===== src/rtl/jogador_automatico.sv =====
// Autonomous player for the sequence-memory game: starts a round, replays a
// fixed 16-move one-hot sequence as timed key presses and latches the verdict.
module jogador_automatico #(
    parameter int N_JOGADAS = 16,
    parameter int T_INICIAR = 5,
    parameter int T_PRESS   = 10,
    parameter int T_GAP     = 10,
    parameter int T_TIMEOUT = 255
) (
    input  logic       clock,
    input  logic       reset,
    input  logic       comecar,
    input  logic       erro_en,
    input  logic [3:0] erro_idx,
    input  logic       pronto,
    input  logic       acertou,
    input  logic       errou,
    output logic       iniciar,
    output logic [3:0] chaves,
    output logic       terminou,
    output logic       viu_acerto,
    output logic       viu_erro,
    output logic       timeout,
    output logic [3:0] db_jogada,
    output logic [3:0] db_estado
);

    typedef enum logic [3:0] {
        IDLE      = 4'h0,
        INICIA    = 4'h1,
        ESPERA    = 4'h2,
        PRESSIONA = 4'h3,
        SOLTA     = 4'h4,
        AGUARDA   = 4'h5,
        FIM       = 4'hF
    } estado_t;

    localparam logic [7:0] LIM_INICIAR = 8'(T_INICIAR - 1);
    localparam logic [7:0] LIM_PRESS   = 8'(T_PRESS - 1);
    localparam logic [7:0] LIM_GAP     = 8'(T_GAP - 1);
    localparam logic [7:0] LIM_TIMEOUT = 8'(T_TIMEOUT - 1);
    localparam logic [3:0] ULTIMA      = 4'(N_JOGADAS - 1);

    estado_t    estado;
    logic [7:0] timer;
    logic [3:0] idx;
    logic       pronto_valido;

    function automatic logic [3:0] rom(input logic [3:0] i);
        logic [3:0] k;
        case (i)
            4'd0:    k = 4'b0001;
            4'd1:    k = 4'b0010;
            4'd2:    k = 4'b0100;
            4'd3:    k = 4'b1000;
            4'd4:    k = 4'b0100;
            4'd5:    k = 4'b0010;
            4'd6:    k = 4'b0001;
            4'd7:    k = 4'b0001;
            4'd8:    k = 4'b0010;
            4'd9:    k = 4'b0010;
            4'd10:   k = 4'b0100;
            4'd11:   k = 4'b0100;
            4'd12:   k = 4'b1000;
            4'd13:   k = 4'b1000;
            4'd14:   k = 4'b0001;
            default: k = 4'b0100;
        endcase
        return k;
    endfunction

    // Wrong key used for injection: the neighbour key, wrapping 1000 -> 0001.
    function automatic logic [3:0] rot_esq(input logic [3:0] k);
        return {k[2:0], k[3]};
    endfunction

    function automatic logic [3:0] tecla(input logic [3:0] i, input logic inj);
        return inj ? rot_esq(rom(i)) : rom(i);
    endfunction

    assign pronto_valido = pronto && (estado == ESPERA || estado == PRESSIONA ||
                                      estado == SOLTA  || estado == AGUARDA);

    assign db_estado = estado;
    assign db_jogada = idx;

    always_ff @(posedge clock or posedge reset) begin
        if (reset) begin
            estado     <= IDLE;
            timer      <= '0;
            idx        <= '0;
            iniciar    <= 1'b0;
            chaves     <= '0;
            terminou   <= 1'b0;
            viu_acerto <= 1'b0;
            viu_erro   <= 1'b0;
            timeout    <= 1'b0;
        end else if (pronto_valido) begin
            // The game's verdict beats every timer exit and releases the key at once.
            estado     <= FIM;
            timer      <= '0;
            chaves     <= '0;
            terminou   <= 1'b1;
            viu_acerto <= acertou;
            viu_erro   <= errou;
        end else begin
            timer <= timer + 8'd1;
            case (estado)
                IDLE, FIM: begin
                    if (comecar) begin
                        estado     <= INICIA;
                        timer      <= '0;
                        idx        <= '0;
                        iniciar    <= 1'b1;
                        terminou   <= 1'b0;
                        viu_acerto <= 1'b0;
                        viu_erro   <= 1'b0;
                        timeout    <= 1'b0;
                    end
                end
                INICIA: begin
                    if (timer == LIM_INICIAR) begin
                        estado  <= ESPERA;
                        timer   <= '0;
                        iniciar <= 1'b0;
                    end
                end
                ESPERA: begin
                    if (timer == LIM_GAP) begin
                        estado <= PRESSIONA;
                        timer  <= '0;
                        chaves <= tecla(idx, erro_en && (idx == erro_idx));
                    end
                end
                PRESSIONA: begin
                    if (timer == LIM_PRESS) begin
                        estado <= SOLTA;
                        timer  <= '0;
                        chaves <= '0;
                    end
                end
                SOLTA: begin
                    timer <= '0;
                    if (idx == ULTIMA) begin
                        estado <= AGUARDA;
                    end else begin
                        estado <= ESPERA;
                        idx    <= idx + 4'd1;
                    end
                end
                AGUARDA: begin
                    if (timer == LIM_TIMEOUT) begin
                        estado   <= FIM;
                        timer    <= '0;
                        timeout  <= 1'b1;
                        terminou <= 1'b1;
                    end
                end
                default: begin
                    estado <= IDLE;
                    timer  <= '0;
                end
            endcase
        end
    end

endmodule


===== config.mk =====
export PLATFORM = sky130hd
export DESIGN_NAME = jogador_automatico
export DESIGN_NICKNAME = d
export VERILOG_FILES = /design/src/rtl/jogador_automatico.sv
export SDC_FILE = /design/constraint.sdc
export NUM_CORES = 1
export LEC_CHECK = 0
export BUFFER_PORTS_ARGS = -buffer_cell sky130_fd_sc_hd__buf_2
export CORE_MARGIN = 2
export CORE_UTILIZATION = 56
export DETAILED_ROUTE_END_ITERATION = 12
export HOLD_SLACK_MARGIN = 0.02
export MAX_ROUTING_LAYER = met4
export PLACE_DENSITY = 0.86
export SETUP_SLACK_MARGIN = 0.5
export SLEW_MARGIN = 10
export SYNTH_ARGS = -nofsm -noshare
export SYNTH_HDL_FRONTEND = slang
export SYNTH_SLANG_ARGS = --single-unit
export TNS_END_PERCENT = 30

===== constraint.sdc =====
create_clock -name clock -period 2.3 [get_ports clock]
set_clock_uncertainty 0.15 [all_clocks]
set_input_delay 0.345 -clock clock [delete_from_list [all_inputs] [get_ports clock]]
set_output_delay 0.345 -clock clock [all_outputs]
set_load 0.005 [all_outputs]

### Yosys cells after proc, flatten, opt, wreduce, memory -nomap -nowiden

Memories as Yosys holds them, arrays and structs flattened.
Cells that the tools add are included.

| storage, ports and cells | value |
|---|---|
| register bits after elaboration | 25 |
| word-level logic and storage cells | 88 |
| memories | 2 |
| memory bits (read-only) | 128 |
| bits of input ports | 11 |

Memories:

| memory | depth | width | read ports | clocked after memory_dff | wr ports | RTL line | RTL |
|---|---|---|---|---|---|---|---|
| (no name shown) | 16 | 4 | 1 | 0 | 0 | 51 | `case (i)` |
| (no name shown) | 16 | 4 | 1 | 0 | 0 | 51 |  |

| cells by class | value |
|---|---|
| add/sub/neg operators | 2 |
| muxes and demuxes | 32 |
| eq/ne operators | 20 |
| reductions and logical operators | 22 |
| bitwise gates (word level) | 1 |

Operator list:

| cell | number |
|---|---|
| two-way mux 4 bit | 12 |
| two-way mux 8 bit | 5 |
| one-hot mux 8 bit (4 select lines) | 1 |
| one-hot mux 4 bit (6 select lines) | 1 |
| one-hot mux 4 bit (2 select lines) | 2 |
| AND reduction 4 bit | 3 |
| nonzero test 2 bit | 5 |
| != test 3 x 2 -> 1 bit, second input constant | 3 |
| adder 8 x 1 -> 8 bit, second input constant | 1 |
| equality test 4 x 2 -> 1 bit, second input constant | 2 |
| equality test 4 x 3 -> 1 bit, second input constant | 2 |
| equality test 4 bit, second input constant | 2 |
| equality test 8 x 3 -> 1 bit, second input constant | 1 |
| equality test 8 x 4 -> 1 bit, second input constant | 1 |
| equality test 8 bit, second input constant | 1 |
| two-way mux 1 bit | 8 |
| != test 2 bit, second input constant | 3 |
| != test 3 bit, second input constant | 2 |
| AND reduction 3 bit | 2 |
| nonzero test 3 bit | 2 |
| AND reduction 5 bit | 1 |
| adder 4 x 1 -> 4 bit, second input constant | 1 |
| equality test 4 x 1 -> 1 bit, second input constant | 1 |
| equality test 4 bit | 1 |
| 9 further kinds | 14 |

### Logic depth before layout (Yosys ltp)

| logic depth | value |
|---|---|
| word-level depth | 7 |
| mapped depth | 8 |
| depth with buffers taken out | 7 |

### Worst setup path after synthesis

Ideal clock, no wire load.

| path | value |
|---|---|
| path type | register to register |
| start | register timer[4] |
| end | register estado[1] (netlist: db_estado[1]) |
| stages on the path, launching flop included | 6 |
| data arrival time | 1.703 ns |
| period minus slack after synthesis | 1.981 ns |
| setup slack | 0.319 ns |
| path buffers | 0 |
| cell sequence | dfrtp_1 > or4_4 > nor3_2 > o21ai_2 > a21oi_4 > mux2_1 |

| between the ends | value |
|---|---|
| longest elaborated chain between the ends | 3 |
| elaborated cells between the ends (all ways) | 8 |
| classes of those cells | 7 x eq/ne; 1 x reduce/logical |

RTL lines:

| what | RTL line | RTL |
|---|---|---|
| start: declaration | 45 | `logic [7:0] timer;` |
| start signal: assignment | 107 | `timer <= timer + 8'd1;` |
| equality test 8 x 3 -> 1 bit, or another cell as far along | 122 | `if (timer == LIM_INICIAR) begin` |
| != test 3 bit (no line) / != test 3 x 2 -> 1 bit (equally long branches) | -- |  |
| AND reduction 5 bit (no line) (*) | -- |  |
| end signal: assignment | 123 | `estado <= ESPERA;` |
| end signal: assignment | 130 | `estado <= PRESSIONA;` |
| end signal: assignment | 137 | `estado <= SOLTA;` |
| end: declaration | 44 | `estado_t estado;` |

Every way passes the cells marked *; elsewhere a longest branch is shown, timed or not.
A chain may end at the register's enable or synchronous reset.

### Final worst setup path

| path | value |
|---|---|
| start | register estado[3] (netlist: db_estado[3]) |
| end | register estado[3] (netlist: db_estado[3]) |

| between the ends | value |
|---|---|
| longest elaborated chain between the ends | 7 |
| elaborated cells between the ends (all ways) | 20 |
| classes of those cells | 11 x eq/ne; 2 x mux; 7 x reduce/logical |

RTL lines:

| what | RTL line | RTL |
|---|---|---|
| start signal: assignment | 89 | `estado <= IDLE;` |
| start signal: assignment | 100 | `estado <= FIM;` |
| start signal: assignment | 111 | `estado <= INICIA;` |
| equality test 4 x 2 -> 1 bit | 81, 108 |  |
| logical OR 1 bit (2 in series) | 81 | `assign pronto_valido = pronto && (estado == ESPERA \|\| estado == PRESSIONA \|\|` |
| logical OR 1 bit | 82 | `estado == SOLTA \|\| estado == AGUARDA);` |
| logical AND 1 bit | 81 |  |
| != test 3 bit (no line) / != test 3 x 2 -> 1 bit (equally long branches) | -- |  |
| AND reduction 5 bit (no line) | -- |  |

Parallel ways exist; a longest one is shown, timed or not.

==> results.md <==
* Status: finished, final reports clean
* Post-synth top area cell: dfrtp_1
* CP endpoint kind: flip-flop
* Die X at a little under 60 µm
* Dominant cells by area after synthesis: dfrtp_1 38%, ha_1 6.8%, nand2_1 5.7%, xor2_1 4.2%, nor2_1 3.6%
* Crit path required time at approximately 2.4 ns
* Vias in the first global route at 1461
* Syn nets at 206
* Row cnt at 19
* CP startpoint kind: flip-flop
* Hpwl dp at 2.57 mm
* Die area at between 3000 and 4000 µm²
* DRC at 0
* I/O pin count at 28
* Area grow syn2layout at 21.7%
* Commonest non-fill, non-tap cells in the layout: 27 x buf_2, 24 x nand2_1, 19 x dfrtp_1, 17 x buf_4, 16 x nor2_1
* Num CTS Buffers at 3
* Instance count of the mapped netlist at ~190
* Distinct cells, synth at 50
* Critical path peak fanout at 12
* Final Cycle Share at 87.8%
* Max Transition Viols Final at 0
* H-tree depth at 1
* Sw frac at 42.4%
* Worst slew pin tran at approximately 0.63 ns
* Internal Pwr Total at 0.00121 W
* Critical path type: reg2reg
* Max-cap viol count at 0
* DR vias at 1523
* YS warnings at 0
* Final Hold Vio Count at 0
* Initial antenna violation count at 0
* CTS clk-pin slew, worst paths at roughly 0.16 ns
* Initial core utilization at 59.5%
* RSZ-0062 raised after global routing: true
* Avg WL per Cell at 15.2 µm
* Clk pwr share at 10.5%
* Root Buffer: clkbuf_4
* WP data arrival at 2.12 ns
* Routed wire length at 3.92 mm
* Core region area at 2780 µm²
* Asr flop ratio synth at 100%
* Largest net degree at the start of global routing at 26
* Iter 0 DRT Violations at 85
* Comb pwr share at between 50% and 60%
* CTS tree: built
* Fmax at between 400 and 500 MHz
* Grt ovf at 0
* Port bufs at 27
* Setup TNS Final at 0 ns
* Post-layout minimum cycle time at 2.02 ns
* Leading cell type in the layout, fill and taps excluded: buf_2
* Antenna cells at 0
* Clock Tree Buf Depth at 2
* Sequential cell area fraction in the yosys report at 37.8%
* Worst-skew pair later-pin latency at between 0.3 and 0.4 ns
* Synth Flop Type: dfrtp_1
* Final Net Count at 247
* Rel. slew slack at between 50% and 60%
* DIE HEIGHT at 58.4 µm
* Number of enable flip-flop cells after synthesis at 0
* GR Util All Layers at 25.5%
* Sink Count at 25
* Final setup fails at 0
* Via-to-Cell Ratio at 5.93
* Placer Congestion at 0.861
* Sw power at 0.000893 W
* Fraction of layout cells with a size suffix above 1 at 29.6%
* P_leak at 0.938 nW
* Seq cells post-synth at 25
* Cell Area, Synth at 1650 µm²
* Pre-antenna DRT Iters at 6
* Share of the synthesized area in the top cell type at 37.8%
* Global-route wire length before repair at 6.54 mm
* Pwr dens at 1050 nW/µm²
* Peak supply drop at 0.791 mV
* Hold WC Path Type: in2reg
* Final ANT Viol Nets at 0
* Util after Layout at 72.4%
* Part of the power in registers at 32.5%
* Syn Area/Cell at 8.89 µm²
==> cell usage after synthesis, drive strengths merged (2+ instances only) <==
cell type and instances:
inv 12, dfrtp 25, nor2 16, or4 2, nand4 2, and4 2
clkbuf 4, mux2i 2, nand2 25, o21bai 2, mux2 3, o211ai 4
a211o 2, nand3 11, buf 6, nor3b 2, nor2b 2, nor3 3
nand3b 2, o21ai 10, xor2 8, and3 5, or3 2, a21oi 5
ha 9, xnor2 4
==> state kept, by name, summed over array words and instances (netlist names) <==
register,count
terminou,1
viu_erro,1
db_jogada,4
iniciar,1
chaves,4
timeout,1
viu_acerto,1
db_estado,4
timer,8
==> layout make-up <==
class / count / area, µm²
inverters: 12 / 45.0
clock buffers: 3 / 22.5
repair buffers: 46 / 284
well taps: 31 / 38.8
fillers: 196 / 768
multi-input cells: 139 / 981
clock inverters: 1 / 8.76
flip-flops and latches: 25 / 633
==> power groups by stage <==
stage	clock, W	combinational [W]	sequential (W)
2_1_floorplan	0	0.000732	0.000639
3_3_place_gp	0	0.000893	0.000671
3_5_place_dp	0	0.000933	0.000680
4_1_cts	0.000219	0.00112	0.000666
5_1_grt	0.000234	0.00133	0.000701
6_report	0.000221	0.00120	0.000685
==> final timing paths <==
| path | startpoint | endpoint | slack [ns] | depth (start not counted) |
|---|---|---|---|---|
| setup / recovery | db_estado[3]$_DFFE_PP0P_ | db_estado[3]$_DFFE_PP0P_ | 0.28 | 8 |
| hold / removal | acertou | viu_acerto$_DFFE_PP0P_ | 0.06 | 3 |
| setup reg to reg | db_estado[3]$_DFFE_PP0P_ | db_estado[3]$_DFFE_PP0P_ | 0.28 | 8 |
| hold reg to reg | chaves[2]$_DFFE_PP0P_ | chaves[2]$_DFFE_PP0P_ | 0.35 | 2 |
| max in group asynchronous | reset | db_jogada[1]$_DFFE_PP0P_ | 1.31 | 4 |
| min in group asynchronous | reset | timer[0]$_DFF_PP0_ | 0.41 | 4 |
==> worst max-delay path: stages (launching register included) <==
cell	delay [ns]
dfrtp_1	0.45
buf_4	0.20
nor4b_2	0.30
inv_1	0.12
o21ai_2	0.19
a21oi_4	0.10
buf_4	0.14
buf_6	0.13
o22a_1	0.15
==> what timing repair did <==
action                                 4_1_cts  5_1_grt
pin swaps                                    2        3
setup buffers                               10        2
cloned                                       0        0
endpoints found under the hold margin       25        0
setup endpoints to repair                   20       24
gates resized for setup                      9        6
hold buffers                                 1        0
==> stage by stage <==
| stage | power (W) | hold slack (ns) | cells | area [µm²] | worst slack [ns] |
|---|---|---|---|---|---|
| final | 0.00211 | 0.0627 | 257 | 2010 | 0.280 |
| after detailed placement | 0.00161 | 0.259 | 240 | 1830 | 0.140 |
| after floorplan | 0.00137 | 0.222 | 186 | 1660 | 0.395 |
| after global placement | 0.00156 | 0.252 | 240 | 1830 | 0.197 |
| after global routing | 0.00226 | 0.0798 | 257 | 2010 | 0.217 |
| after CTS | 0.00200 | 0.0773 | 255 | 1970 | 0.293 |
==> routing by layer <==
layer,part of all wire [%],GRT usage [%],up-vias
li1,-,-,729
met1,45,33.3,731
met2,49,42.7,55
met3,4.6,2.86,8
met4,1.4,5.98,0
met5,0,-,-
==> cells by family (layout without fill, tap and decap cells) <==
| kind of cell | after synthesis | count (layout) | synth area share [%] |
|---|---|---|---|
| simple gates | 77 | 77 | 23.3 |
| compound gates | 35 | 35 | 15.2 |
| flops | 25 | 25 | 37.8 |
| buf+inv | 22 | 62 | 5.90 |
| xor+xnor | 12 | 12 | 6.35 |
| fa+ha+maj | 9 | 9 | 6.81 |
| mux | 6 | 6 | 4.61 |
(Power assumes the default switching activity.)
